File: src/rtl/cdb_pkg.sv
`default_nettype none
// ============================================================================
// Module      : cdb_pkg
// Description : Shared constants, result record and round-robin helper for
//               the common-data-bus arbiter and its per-source FIFOs.
// Revision    : 1.0 - initial release
// ============================================================================
package cdb_pkg;

    // Number of result producers competing for the bus
    localparam int NUM_SRC = 4;
    localparam int SRC_W   = 2;

    // Source indices, also the value broadcast on CDB_src
    localparam logic [SRC_W-1:0] SRC_INT    = 2'd0;
    localparam logic [SRC_W-1:0] SRC_MULT   = 2'd1;
    localparam logic [SRC_W-1:0] SRC_DIV    = 2'd2;
    localparam logic [SRC_W-1:0] SRC_LD_BUF = 2'd3;

    // Occupancy counter width; wide enough for the deepest legal FIFO (8)
    localparam int CNT_W = 4;

    // Default widths of the broadcast record
    localparam int DEF_DATA_WIDTH = 32;
    localparam int DEF_TAG_WIDTH  = 6;

    // One buffered/broadcast result at the default widths.  The RTL stores
    // the same {data, tag} packing as a flat vector so that the width
    // parameters of the arbiter stay overridable.
    typedef struct packed {
        logic [DEF_DATA_WIDTH-1:0] data;
        logic [DEF_TAG_WIDTH-1:0]  tag;
    } cdb_result_t;

    // Outcome of one arbitration round
    typedef struct packed {
        logic             found;
        logic [SRC_W-1:0] idx;
    } grant_t;

    // Round-robin pick: first requesting source at or after rr, wrapping.
    // The loop walks the offsets from farthest to nearest so that the
    // nearest requester is the last one written and therefore wins.
    function automatic grant_t rr_pick(input logic [NUM_SRC-1:0] cand,
                                       input logic [SRC_W-1:0]   rr);
        grant_t           g;
        logic [SRC_W-1:0] idx;
        g = '0;
        for (int i = NUM_SRC - 1; i >= 0; i--) begin
            idx = rr + SRC_W'(i);
            if (cand[idx]) begin
                g.found = 1'b1;
                g.idx   = idx;
            end
        end
        return g;
    endfunction

endpackage
`default_nettype wire

File: src/rtl/cdb_src_fifo.sv
`default_nettype none
// ============================================================================
// Module      : cdb_src_fifo
// Description : Small per-source result queue in front of the CDB arbiter.
//               Accepts a push while full only when a pop happens in the
//               same cycle; flush empties it and overrides push and pop.
// Revision    : 1.0 - initial release
// ============================================================================
module cdb_src_fifo
    import cdb_pkg::*;
#(
    parameter int DEPTH = 2,
    parameter int WIDTH = 38
) (
    input  logic             clk,
    input  logic             reset,
    input  logic             flush,
    input  logic             push,
    input  logic             pop,
    input  logic [WIDTH-1:0] push_data,
    output logic [WIDTH-1:0] head,
    output logic [CNT_W-1:0] count,
    output logic             full,
    output logic             empty
);

    localparam int PTR_W = (DEPTH > 1) ? $clog2(DEPTH) : 1;

    logic [WIDTH-1:0] r_mem [DEPTH];
    logic [PTR_W-1:0] r_rd_ptr;
    logic [PTR_W-1:0] r_wr_ptr;
    logic [CNT_W-1:0] r_count;

    logic             w_do_pop;
    logic             w_do_push;
    logic [PTR_W-1:0] w_rd_next;
    logic [PTR_W-1:0] w_wr_next;

    assign empty = (r_count == '0);
    assign full  = (r_count == CNT_W'(DEPTH));
    assign count = r_count;
    assign head  = r_mem[r_rd_ptr];

    // A pop frees a slot in the same cycle, so a full queue can still take
    // the incoming result when its head leaves.
    assign w_do_pop  = pop && !empty;
    assign w_do_push = push && (!full || w_do_pop);

    // Pointers wrap at DEPTH, which need not be a power of two
    assign w_rd_next = (r_rd_ptr == PTR_W'(DEPTH - 1)) ? '0 : r_rd_ptr + PTR_W'(1);
    assign w_wr_next = (r_wr_ptr == PTR_W'(DEPTH - 1)) ? '0 : r_wr_ptr + PTR_W'(1);

    // Storage write; contents need no reset because count gates visibility
    always_ff @(posedge clk) begin
        if (reset && !flush && w_do_push) begin
            r_mem[r_wr_ptr] <= push_data;
        end
    end

    // Pointer and occupancy bookkeeping; flush wins over push and pop
    always_ff @(posedge clk) begin
        if (!reset || flush) begin
            r_rd_ptr <= '0;
            r_wr_ptr <= '0;
            r_count  <= '0;
        end else begin
            if (w_do_push) begin
                r_wr_ptr <= w_wr_next;
            end
            if (w_do_pop) begin
                r_rd_ptr <= w_rd_next;
            end
            case ({w_do_push, w_do_pop})
                2'b10:   r_count <= r_count + CNT_W'(1);
                2'b01:   r_count <= r_count - CNT_W'(1);
                default: r_count <= r_count;
            endcase
        end
    end

endmodule
`default_nettype wire

File: src/rtl/cdb_arbiter.sv
`default_nettype none
// ============================================================================
// Module      : cdb_arbiter
// Description : Round-robin common-data-bus arbiter for the int, mult, div
//               and load-buffer result sources.  Each source has a small
//               FIFO; a live result with an empty FIFO may bypass straight
//               onto the registered bus.  Lost results raise a sticky flag.
// Revision    : 1.0 - initial release
// ============================================================================
module cdb_arbiter
    import cdb_pkg::*;
#(
    parameter int DATA_WIDTH = 32,
    parameter int TAG_WIDTH  = 6,
    parameter int FIFO_DEPTH = 2
) (
    input  logic                  clk,
    input  logic                  reset,
    input  logic                  flush,

    input  logic                  int_valid,
    input  logic [DATA_WIDTH-1:0] int_data,
    input  logic [TAG_WIDTH-1:0]  int_tag,
    output logic                  int_stall,

    input  logic                  mult_valid,
    input  logic [DATA_WIDTH-1:0] mult_data,
    input  logic [TAG_WIDTH-1:0]  mult_tag,
    output logic                  mult_stall,

    input  logic                  div_valid,
    input  logic [DATA_WIDTH-1:0] div_data,
    input  logic [TAG_WIDTH-1:0]  div_tag,
    output logic                  div_stall,

    input  logic                  ld_buf_valid,
    input  logic [DATA_WIDTH-1:0] ld_buf_data,
    input  logic [TAG_WIDTH-1:0]  ld_buf_tag,
    output logic                  ld_buf_stall,

    output logic                  CDB_valid,
    output logic [DATA_WIDTH-1:0] CDB_data,
    output logic [TAG_WIDTH-1:0]  CDB_tag,
    output logic [1:0]            CDB_src,
    output logic                  overflow_err
);

    // Flat {data, tag} record, same packing as cdb_result_t
    localparam int RES_W = DATA_WIDTH + TAG_WIDTH;

    // Per-source views of the inputs, indexed by the SRC_* constants
    logic [NUM_SRC-1:0] w_in_valid;
    logic [RES_W-1:0]   w_in_res   [NUM_SRC];

    // FIFO interface
    logic [RES_W-1:0]   w_head     [NUM_SRC];
    logic [CNT_W-1:0]   w_count    [NUM_SRC];
    logic [NUM_SRC-1:0] w_full;
    logic [NUM_SRC-1:0] w_empty;
    logic [NUM_SRC-1:0] w_push;
    logic [NUM_SRC-1:0] w_pop;

    // Arbitration
    logic [NUM_SRC-1:0] w_cand_valid;
    logic [RES_W-1:0]   w_cand_res [NUM_SRC];
    logic [NUM_SRC-1:0] w_sel;
    logic [NUM_SRC-1:0] w_bypass;
    logic [NUM_SRC-1:0] w_drop;
    logic [NUM_SRC-1:0] w_stall;
    grant_t             w_gnt;
    logic [RES_W-1:0]   w_win_res;

    // Registered state
    logic [SRC_W-1:0]      r_rr;
    logic                  r_cdb_valid;
    logic [DATA_WIDTH-1:0] r_cdb_data;
    logic [TAG_WIDTH-1:0]  r_cdb_tag;
    logic [SRC_W-1:0]      r_cdb_src;
    logic                  r_overflow;

    assign w_in_valid = {ld_buf_valid, div_valid, mult_valid, int_valid};

    assign w_in_res[SRC_INT]    = {int_data,    int_tag};
    assign w_in_res[SRC_MULT]   = {mult_data,   mult_tag};
    assign w_in_res[SRC_DIV]    = {div_data,    div_tag};
    assign w_in_res[SRC_LD_BUF] = {ld_buf_data, ld_buf_tag};

    // One queue plus candidate / bypass / push / pop decode per source
    for (genvar gi = 0; gi < NUM_SRC; gi++) begin : g_src
        localparam logic [SRC_W-1:0] c_idx = SRC_W'(gi);

        cdb_src_fifo #(
            .DEPTH (FIFO_DEPTH),
            .WIDTH (RES_W)
        ) u_fifo (
            .clk       (clk),
            .reset     (reset),
            .flush     (flush),
            .push      (w_push[gi]),
            .pop       (w_pop[gi]),
            .push_data (w_in_res[gi]),
            .head      (w_head[gi]),
            .count     (w_count[gi]),
            .full      (w_full[gi]),
            .empty     (w_empty[gi])
        );

        // The oldest buffered result always goes first; the live input is
        // only a candidate when nothing is waiting ahead of it.
        assign w_cand_valid[gi] = !w_empty[gi] || w_in_valid[gi];
        assign w_cand_res[gi]   = w_empty[gi] ? w_in_res[gi] : w_head[gi];

        assign w_sel[gi]    = w_gnt.found && (w_gnt.idx == c_idx);
        assign w_bypass[gi] = w_sel[gi] && w_empty[gi] && w_in_valid[gi];

        // Flush discards this cycle's inputs and freezes the queues
        assign w_push[gi] = w_in_valid[gi] && !w_bypass[gi] && !flush;
        assign w_pop[gi]  = w_sel[gi] && !w_empty[gi] && !flush;

        // A result is lost only when it has nowhere to go this cycle
        assign w_drop[gi] = w_push[gi] && w_full[gi] && !w_pop[gi];

        // Early warning one entry before full, from registered count only
        assign w_stall[gi] = (w_count[gi] >= CNT_W'(FIFO_DEPTH - 1));
    end

    assign int_stall    = w_stall[SRC_INT];
    assign mult_stall   = w_stall[SRC_MULT];
    assign div_stall    = w_stall[SRC_DIV];
    assign ld_buf_stall = w_stall[SRC_LD_BUF];

    assign w_gnt     = rr_pick(w_cand_valid, r_rr);
    assign w_win_res = w_cand_res[w_gnt.idx];

    // Round-robin pointer moves past the winner; held on idle and flush
    always_ff @(posedge clk) begin
        if (!reset) begin
            r_rr <= SRC_INT;
        end else if (!flush && w_gnt.found) begin
            r_rr <= w_gnt.idx + SRC_W'(1);
        end
    end

    // Registered broadcast; idle and flushed cycles drive an all-zero bus
    always_ff @(posedge clk) begin
        if (!reset || flush || !w_gnt.found) begin
            r_cdb_valid <= 1'b0;
            r_cdb_data  <= '0;
            r_cdb_tag   <= '0;
            r_cdb_src   <= '0;
        end else begin
            r_cdb_valid <= 1'b1;
            r_cdb_data  <= w_win_res[RES_W-1:TAG_WIDTH];
            r_cdb_tag   <= w_win_res[TAG_WIDTH-1:0];
            r_cdb_src   <= w_gnt.idx;
        end
    end

    // Sticky loss indicator, cleared only by reset
    always_ff @(posedge clk) begin
        if (!reset) begin
            r_overflow <= 1'b0;
        end else if (|w_drop) begin
            r_overflow <= 1'b1;
        end
    end

    assign CDB_valid    = r_cdb_valid;
    assign CDB_data     = r_cdb_data;
    assign CDB_tag      = r_cdb_tag;
    assign CDB_src      = r_cdb_src;
    assign overflow_err = r_overflow;

endmodule
`default_nettype wire

File: config.mk
export PLATFORM = sky130hd
export DESIGN_NAME = cdb_arbiter
export DESIGN_NICKNAME = d
export VERILOG_FILES = /design/src/rtl/cdb_pkg.sv /design/src/rtl/cdb_src_fifo.sv /design/src/rtl/cdb_arbiter.sv
export SDC_FILE = /design/constraint.sdc
export NUM_CORES = 1
export LEC_CHECK = 0
export BUFFER_PORTS_ARGS = -buffer_cell sky130_fd_sc_hd__buf_2
export CORE_MARGIN = 3
export CORE_UTILIZATION = 58
export CTS_CLUSTER_DIAMETER = 200
export DETAILED_ROUTE_END_ITERATION = 16
export HOLD_SLACK_MARGIN = 0.15
export PLACE_DENSITY = 0.8
export SLEW_MARGIN = 40
export SYNTH_ARGS = -nofsm -noshare
export SYNTH_HDL_FRONTEND = slang
export SYNTH_SLANG_ARGS = --single-unit
export TNS_END_PERCENT = 5
File: constraint.sdc
create_clock -name clk -period 6.6 [get_ports clk]
set_input_delay 0.66 -clock clk [delete_from_list [all_inputs] [get_ports clk]]
set_output_delay 0.66 -clock clk [all_outputs]
set_load 0.1 [all_outputs]
==> results.sh, run 1 <==
export IMPL_grt_max_degree=80
export IMPL_worstPathArrival_ns=4.89
export IMPL_nets=1601
export IMPL_dp_cells=1718
export IMPL_worstPathCellList="inv_1 > ha_1 > or3b_2 > buf_4 > nor3_1 > o221a_2 > buf_4 > mux2i_1 > ha_1 > or4b_2 > a21oi_1 > xnor2_1 > nor2_1"
export IMPL_final_max_slew_viol_count=0
export IMPL_fmax_ghz=0.222
export IMPL_drive_gt1_share_pct=21.2
export IMPL_wl_per_cell_um=20.6
export IMPL_cap_violations=0
export IMPL_crit_end="g_src[3].u_fifo.count[3]$_SDFFE_PP0P_"
export IMPL_syn_avg_cell_area_um2=12.9
export IMPL_startpoint_type="register"
export IMPL_async_flop_share_pct=0
export IMPL_clkLatencyLatePin_ns=0.52
export IMPL_clock_skew_ns=0.0181
export IMPL_die_area_um2=29500
export IMPL_setup_viol=0
export IMPL_outcome="completed"
export IMPL_top_level_ports=205
export IMPL_syn_nets=1416
export IMPL_overflow=0
export IMPL_worstMarginPinSlew_ns=0.859
export IMPL_critPathRequiredTime_ns=6.99
export IMPL_grt_usage_pct=24.1
export IMPL_crit_buf_inv=3
export IMPL_worstHoldStart="mult_data[30]"
export IMPL_tns_ns=0
export IMPL_power_density_nw_per_um2=298
export IMPL_synth_seq_cells=376
export IMPL_cp_top_family="simple AND/OR/NAND/NOR gates"
export IMPL_critPathKind="register to register"
export IMPL_synth_seq_area_share_pct=66.2
export IMPL_clk_pin_slew_ns=0.06
export IMPL_stdcell_count=1793
export IMPL_r2r_setup_slack_ns=2.09
export IMPL_clock_sinks=376
export IMPL_rsz0062_at_grt="no"
export IMPL_cp_num_cells=13
export IMPL_antenna_left=0
export IMPL_grt_pass1_vias=10249
export IMPL_end_kind="register"
export IMPL_area_growth_synth_to_final_pct=16.1
export IMPL_r2r_end="g_src[3].u_fifo.count[3]$_SDFFE_PP0P_"
export IMPL_multi_input_area_um2=5060
export IMPL_holdWs_ns=0.342
export IMPL_finalWeightedCongestion=0.901
export IMPL_wl_um=37000
export IMPL_crit_path_max_fanout=79
export IMPL_viasPerCell=5.90
export IMPL_nFillCells=1898
export IMPL_period_minus_slack_ns=4.51
export IMPL_portBuffers=204
export IMPL_yosys_warnings=0
export IMPL_hold_violations=0
export IMPL_drtPass1Iterations=5
export IMPL_slowest_stage="or4b_2"
export IMPL_power_leakage_nw=6.26
export IMPL_hpwl_um=23900
export IMPL_coreArea_um2=27000
export IMPL_critPathMaxStageDelay_ns=0.60
export IMPL_rr_worst_depth=13
export IMPL_cts_tree="built"
export IMPL_initial_core_util_pct=59.0
export IMPL_cts_setup_buffers=0
export IMPL_max_vdd_ir_drop_v=0.000181
export IMPL_die_y_um=172
export IMPL_hold_class="input pin to register"
export IMPL_ff_latch_area_um2=10600
export IMPL_relSlewSlack_pct=42.7
export IMPL_synth_cells=1233
export IMPL_finalCritPeriodShare_pct=68.3
export IMPL_layout_commonest_cell="edfxtp_1"
export IMPL_cts_made_buffers=39
export IMPL_rows=60
export IMPL_num_vias=10581
export IMPL_timing_rr_start="g_src[2].u_fifo.count[0]$_SDFFE_PP0P_"
export IMPL_synth_cell_types=51
export IMPL_crit_path_start="g_src[2].u_fifo.count[0]$_SDFFE_PP0P_"
export IMPL_hold_buffers=0
export IMPL_die_w_um=172
export IMPL_root_buffer="clkbuf_16"
export IMPL_drc_errors=0
export IMPL_final_cell_mix="edfxtp_1 (304), buf_2 (204), mux2i_1 (160)"
export IMPL_cts_resized=0
export IMPL_synth_edff_count=304
export IMPL_clockBufferDepth=3
export IMPL_h_tree_depth=2
export IMPL_antenna_found_initial=10
export IMPL_ys_flop_type="edfxtp_1"
export IMPL_detail_route_iter0_violations=951
export IMPL_grt_pass1_wl_um=54700
export IMPL_netlist_area_um2=16000
-- kinds of logic after synthesis --
| family | Yosys count | share of synthesized area, % |
|---|---|---|
| DFF | 376 | 66.2 |
| xor gates and xnor gates | 19 | 1.04 |
| AOI/OAI and AO/OA | 313 | 11.2 |
| buffers and inverters | 93 | 2.48 |
| adders and majority gates | 24 | 1.88 |
| and+or+nand+nor | 248 | 7.16 |
| muxes | 160 | 10.0 |
-- worst min-delay path by stage --
stage                                        endpoint  slack (ns)  cells past startpoint
4_1_cts        g_src[1].u_fifo.r_mem[0][21]$_DFFE_PP_        0.32                      1
6_report       g_src[1].u_fifo.r_mem[1][36]$_DFFE_PP_        0.34                      1
2_1_floorplan                                register        0.47                      2
3_5_place_dp                overflow_err$_SDFFE_PN0P_        0.49                      1
5_1_grt        g_src[1].u_fifo.r_mem[0][18]$_DFFE_PP_        0.33                      1
3_3_place_gp                overflow_err$_SDFFE_PN0P_        0.48                      1
-- through the flow --
step / worst slack, ns / utilization [%] / total power, mW / cell area (um^2)
2_1_floorplan: 1.61 / - / 3.21 / 16000
3_3_place_gp: 2.36 / 63.8 / 3.43 / 17200
3_5_place_dp: 2.09 / 63.8 / 3.45 / 17300
4_1_cts: 2.07 / 68.4 / 5.55 / 18500
5_1_grt: 1.79 / 68.5 / 5.69 / 18500
6_report: 2.09 / 68.5 / 5.52 / 18500
-- layout make-up --
cell class / count / area share (%)
antenna: 5 / 0.0675
sequential: 376 / 57.1
timing repair buffer: 221 / 6.20
clock buffer: 53 / 5.82
clock inverter: 17 / 0.878
tap: 341 / 2.30
multi-input combinational: 764 / 27.3
inverter: 16 / 0.324
-- synth_stat cells, types with 2 or more instances --
library cell / n / area, um^2
ha_1: 24 / 300
xnor2_1: 6 / 52.6
nand3_1: 4 / 20.0
a21oi_1: 131 / 656
nand2_1: 125 / 469
clkbuf_1: 49 / 184
and3_1: 5 / 31.3
dfxtp_1: 72 / 1440
o21a_1: 2 / 15.0
o22ai_1: 37 / 231
o211ai_1: 38 / 285
a31oi_1: 2 / 12.5
buf_4: 7 / 52.6
or4b_2: 6 / 60.1
buf_1: 10 / 37.5
nand4b_1: 4 / 35.0
inv_1: 16 / 60.1
nand3b_1: 4 / 30.0
xor2_1: 13 / 114
edfxtp_1: 304 / 9130
a211oi_1: 6 / 45.0
o221ai_1: 3 / 26.3
o21ai_0: 84 / 420
mux2i_1: 160 / 1600
nor2_1: 72 / 270
nor3_1: 7 / 35.0
or3b_2: 3 / 26.3
or3_1: 6 / 37.5
nor4b_2: 2 / 30.0
buf_2: 10 / 50.1
-- metal layers --
layer / up-vias / GRT usage, % / wire [um]
met5: - / 0 / 130
met4: 18 / 7.67 / 1050
met3: 84 / 4.98 / 2780
met2: 453 / 42.7 / 18900
met1: 5020 / 29.8 / 14100
li1: 5006 / - / -
-- flip-flops by register name, indices dropped and copies added (netlist names), 2 cells and up, named ones only --
register / cells
g_src.u_fifo.r_wr_ptr: 4
CDB_src: 2
g_src.u_fifo.count: 16
g_src.u_fifo.r_mem: 304
r_rr: 2
g_src.u_fifo.r_rd_ptr: 4
CDB_data: 32
CDB_tag: 6
-- power breakdown --
part	total [mW]	internal, mW	switching [mW]
registers	2.64	2.62	0.0216
clock network	2.12	1.26	0.857
logic	0.764	0.195	0.569
total	5.52	4.07	1.45
Power figures use the tool's default switching activity.
==> run 2, diff against run 1 <==
CORE_UTILIZATION = 52   (was 58)
PLACE_DENSITY = 0.76   (was 0.8)
clock period = 4.03 ns   (was 6.6 ns; I/O delays follow)
==> run 2 against run 1 <==
Against the previous run:
- final area up 9.0%
- via count up 7.4%
- global-route usage up 0.24 points
- power up 69%
- utilization down 1.1 points
- first-iteration DRC count up 10%
- cell count up 11%
- register-to-register slack worse by 1.9 ns
- critical endpoint is now g_src[0].u_fifo.count[3]$_SDFFE_PP0P_
- largest power group unchanged
- highest routed layer unchanged
==> results.sh, run 2 (synthesis results as in run 1) <==
export IMPL_dpl_worst_slack_ns=0.320
export IMPL_fmax_ghz=0.264
export IMPL_root_buffer="clkbuf_16"
export IMPL_detail_route_iter0_violations=1048
export IMPL_largest_register="g_src.u_fifo.r_mem"
export IMPL_finalCritPeriodShare_pct=94.0
export IMPL_layout_commonest_cell="edfxtp_1"
export IMPL_setup_viol=0
export IMPL_rows=63
export IMPL_grt_max_degree=79
export IMPL_worstMarginPinSlew_ns=0.823
export IMPL_clock_sinks=376
export IMPL_final_max_slew_viol_count=0
export IMPL_largest_reg_flops=304
export IMPL_initial_core_util_pct=53.3
export IMPL_clockBufferDepth=3
export IMPL_die_area_um2=32800
export IMPL_coreArea_um2=30000
export IMPL_portBuffers=204
export IMPL_critPathRequiredTime_ns=4.44
export IMPL_crit_buf_inv=1
export IMPL_overflow=0
export IMPL_cp_top_family="simple AND/OR/NAND/NOR gates"
export IMPL_critPathKind="register to register"
export IMPL_max_vdd_ir_drop_v=0.000297
export IMPL_worstPathArrival_ns=4.20
export IMPL_area_growth_synth_to_final_pct=26.5
export IMPL_clkLatencyLatePin_ns=0.53
export IMPL_num_vias=11363
export IMPL_grt_pass1_vias=11569
export IMPL_clock_skew_ns=0.0202
export IMPL_wl_per_cell_um=20.5
export IMPL_wl_um=41000
export IMPL_cts_tree="built"
export IMPL_placed_cell_area_um2=17400
export IMPL_cap_violations=0
export IMPL_final_cell_mix="edfxtp_1 (304), buf_2 (204), mux2i_1 (160)"
export IMPL_end_kind="register"
export IMPL_nets=1759
export IMPL_top_level_ports=205
export IMPL_relSlewSlack_pct=45.1
export IMPL_die_y_um=181
export IMPL_rsz0062_at_grt="no"
export IMPL_nFillCells=2131
export IMPL_viasPerCell=5.69
export IMPL_antenna_left=0
export IMPL_critPathMaxStageDelay_ns=0.67
export IMPL_die_w_um=181
export IMPL_power_density_nw_per_um2=462
export IMPL_total_power_mw=9.33
export IMPL_final_area_um2=20200
export IMPL_h_tree_depth=2
export IMPL_cts_resized=0
export IMPL_drtPass1Iterations=5
export IMPL_drc_errors=0
export IMPL_worstPathCellList="inv_1 > ha_1 > or4b_2 > o221ai_1 > mux2i_1 > ha_1 > or4b_2 > a21oi_1 > xnor2_1 > nor2_1"
export IMPL_clk_pin_slew_ns=0.06
export IMPL_grt_usage_pct=24.3
export IMPL_hpwl_um=25200
export IMPL_finalWeightedCongestion=0.913
export IMPL_timing_final_ws_setup_ns=0.241
export IMPL_drive_gt1_share_pct=19.5
export IMPL_crit_path_max_fanout=6
export IMPL_antenna_found_initial=4
export IMPL_period_minus_slack_ns=3.79
export IMPL_hold_class="input pin to register"
export IMPL_grt_pass1_wl_um=63300
export IMPL_startpoint_type="register"
export IMPL_cts_made_buffers=38
export IMPL_hold_violations=0
export IMPL_slowest_stage="or4b_2"
export IMPL_outcome="completed"
export IMPL_power_leakage_nw=6.95
==> run 2: stage by stage <==
step / util (%) / hold WS (ns) / TNS, ns / cells
floorplan: - / 0.472 / -114.19 / 1233
global route: 67.4 / 0.203 / 0 / 1995
global placement: 58.0 / 0.477 / 0 / 1774
detailed placement: 58.0 / 0.496 / 0 / 1774
CTS: 67.4 / 0.196 / 0 / 1993
finish: 67.4 / 0.226 / 0 / 1996
==> run 2: area by class of cell <==
cell class | instances | area (um^2) | share of cell area [%]
Clock inverter | 13 | 183 | 0.905
Inverter | 16 | 60.1 | 0.297
Antenna cell | 3 | 7.51 | 0.0372
Multi-Input combinational cell | 764 | 5040 | 25.0
Tap cell | 390 | 488 | 2.42
Sequential cell | 376 | 10600 | 52.4
Clock buffer | 54 | 1100 | 5.46
Timing Repair Buffer | 380 | 2740 | 13.5
==> run 2: worst paths after layout <==
check	to	cells after the start	start	slack [ns]
max	g_src[0].u_fifo.count[3]$_SDFFE_PP0P_	10	g_src[3].u_fifo.count[0]$_SDFFE_PP0P_	0.24
min	overflow_err$_SDFFE_PN0P_	2	reset	0.23
max reg2reg	g_src[0].u_fifo.count[3]$_SDFFE_PP0P_	10	g_src[3].u_fifo.count[0]$_SDFFE_PP0P_	0.24
min reg2reg	register	2	g_src[2].u_fifo.r_rd_ptr$_SDFFE_PP0P_	0.51
==> run 2: report_power, final <==
part / total (mW) / switching (mW) / internal (mW)
combinational: 1.40 / 0.974 / 0.422
clock: 3.60 / 1.44 / 2.16
sequential: 4.33 / 0.0437 / 4.28
==> run 2: layer usage <==
layer | GRT usage [%] | wire length [um] | vias to the layer above
li1 | - | - | 5315
met1 | 30.9 | 15800 | 5487
met2 | 41.6 | 20700 | 469
met3 | 4.73 | 2960 | 90
met4 | 8.99 | 1510 | 2
met5 | 0 | 11 | -
==> run 2: what timing repair did <==
item,CTS,global route
hold endpoints to repair,304,0
setup buffers,0,0
hold buffers,152,0
==> run 3, diff against run 2 <==
MAX_ROUTING_LAYER = met4   (was default)
==> run 3 against run 2 <==
Against the previous run:
- clock skew fell by 0.0058 ns
- sequential share of layout area rose by 0.12 points
- first-iteration DRC count fell by 5.8%
- critical path type unchanged
- largest power group unchanged
==> results.sh, run 3 (synthesis results as in run 1) <==
export IMPL_setup_viol=0
export IMPL_clkLatencyLatePin_ns=0.52
export IMPL_slowest_stage="or4b_2"
export IMPL_die_w_um=181
export IMPL_layout_commonest_cell="edfxtp_1"
export IMPL_clock_sinks=376
export IMPL_multi_input_area_um2=5040
export IMPL_cts_resized=0
export IMPL_ff_latch_area_um2=10600
export IMPL_fmax_ghz=0.269
export IMPL_cts_made_buffers=40
export IMPL_drc_errors=0
export IMPL_cap_violations=0
export IMPL_critPathMaxStageDelay_ns=0.69
export IMPL_finalWeightedCongestion=0.902
export IMPL_hpwl_um=26000
export IMPL_worstPathCellList="inv_1 > ha_1 > or4b_2 > o221ai_1 > mux2i_1 > ha_1 > or4b_2 > a21oi_1 > xnor2_1 > nor2_1"
export IMPL_num_vias=11403
export IMPL_hold_class="input pin to register"
export IMPL_largest_reg_flops=304
export IMPL_final_area_um2=20200
export IMPL_root_buffer="clkbuf_16"
export IMPL_portBuffers=204
export IMPL_placed_cell_area_um2=17400
export IMPL_tns_ns=0
export IMPL_cts_tree="built"
export IMPL_wl_um=41500
export IMPL_nets=1762
export IMPL_viasPerCell=5.69
export IMPL_outcome="completed"
export IMPL_largest_register="g_src.u_fifo.r_mem"
export IMPL_top_level_ports=205
export IMPL_detail_route_iter0_violations=987
export IMPL_clockBufferDepth=3
export IMPL_hold_violations=0
export IMPL_period_minus_slack_ns=3.72
export IMPL_timing_final_ws_setup_ns=0.312
export IMPL_antenna_left=0
export IMPL_crit_buf_inv=1
export IMPL_fin_util_pct=67.3
export IMPL_end_kind="register"
export IMPL_grt_pass1_wl_um=63400
export IMPL_final_max_slew_viol_count=0
export IMPL_drive_gt1_share_pct=19.7
export IMPL_dp_cells=1775
export IMPL_final_cell_mix="edfxtp_1 (304), buf_2 (204), mux2i_1 (160)"
export IMPL_finalCritPeriodShare_pct=92.2
export IMPL_wl_per_cell_um=20.7
export IMPL_area_growth_synth_to_final_pct=26.3
export IMPL_dpl_worst_slack_ns=0.299
export IMPL_die_y_um=181
export IMPL_cp_top_family="simple AND/OR/NAND/NOR gates"
export IMPL_crit_path_max_fanout=6
export IMPL_stdcell_count=2004
export IMPL_die_area_um2=32800
export IMPL_h_tree_depth=2
export IMPL_power_density_nw_per_um2=453
export IMPL_rsz0062_at_grt="no"
export IMPL_power_leakage_nw=6.91
export IMPL_grt_pass1_vias=11600
export IMPL_clock_skew_ns=0.0144
export IMPL_relSlewSlack_pct=45.5
export IMPL_overflow=0
export IMPL_antenna_found_initial=7
export IMPL_worstPathArrival_ns=4.12
export IMPL_clk_pin_slew_ns=0.06
export IMPL_critPathKind="register to register"
export IMPL_grt_max_degree=79
export IMPL_max_vdd_ir_drop_v=0.000343
export IMPL_startpoint_type="register"
export IMPL_nFillCells=2115
export IMPL_coreArea_um2=30000
export IMPL_worstMarginPinSlew_ns=0.818
export IMPL_rows=63
export IMPL_critPathRequiredTime_ns=4.43
export IMPL_drtPass1Iterations=5
export IMPL_initial_core_util_pct=53.3
export IMPL_grt_usage_pct=25.1
[run 3: cell types whose count changed in the layout (fill, tap and decap cells not counted), moves of 2 or more]
cell,before,now
clkbuf_8,7,2
clkinv_2,3,7
diode_2,3,7
bufinv_16,4,1
clkbuf_1,8,11
clkinvlp_4,0,3
clkinv_1,4,2
clkinv_4,0,2
[run 3: timing repair]
action / in CTS / in global routing
hold buffers: 152 / 0
setup buffers: 0 / 0
hold endpoints to repair: 304 / 0
[run 3: power by group]
group | internal, mW | switching [mW]
Sequential | 4.28 | 0.0473
Combinational | 0.425 | 0.974
Clock | 1.94 | 1.47
Total | 6.65 | 2.49
[run 3: path summary, 6_finish.rpt]
| kind | startpoint | end | slack, ns | depth (start not counted) |
|---|---|---|---|---|
| worst min register to register | overflow_err$_SDFFE_PN0P_ | overflow_err$_SDFFE_PN0P_ | 0.50 | 1 |
| worst max register to register | g_src[3].u_fifo.count[0]$_SDFFE_PP0P_ | g_src[0].u_fifo.count[3]$_SDFFE_PP0P_ | 0.31 | 10 |
| worst min-delay path | reset | r_rr[0]$_SDFFE_PN0P_ | 0.22 | 2 |
| worst max-delay path | g_src[3].u_fifo.count[0]$_SDFFE_PP0P_ | g_src[0].u_fifo.count[3]$_SDFFE_PP0P_ | 0.31 | 10 |
[run 3: metrics by stage]
stage / power, mW / hold WS (ns)
3_5_place_dp: 5.67 / 0.481
4_1_cts: 9.16 / 0.198
6_report: 9.14 / 0.223
3_3_place_gp: 5.64 / 0.475
2_1_floorplan: 5.26 / 0.472
5_1_grt: 9.43 / 0.208
[run 3: layout make-up]
class                   count  area share (%)
diodes                      7          0.0869
clock buffers              53            5.31
clock inverters            17           0.683
inverters                  16           0.298
multi-input cells         764            25.0
flip-flops and latches    376            52.5
well taps                 390            2.42
repair buffers            381            13.7
[run 3: per-layer routing]
metal / track usage [%] / vias up / part of all wire [%]
met5: - / - / 0
met4: 8.17 / 0 / 3.0
met3: 4.33 / 81 / 7.0
met2: 42.4 / 470 / 51
met1: 30.8 / 5514 / 39
li1: - / 5338 / -
[run 3: worst register-to-register path, cell delays in order, from the launching register on]
cell and delay (ns):
dfxtp_1 0.36, inv_1 0.14, ha_1 0.24, or4b_2 0.69
o221ai_1 0.36, mux2i_1 0.49, ha_1 0.33, or4b_2 0.61
a21oi_1 0.19, xnor2_1 0.13, nor2_1 0.05
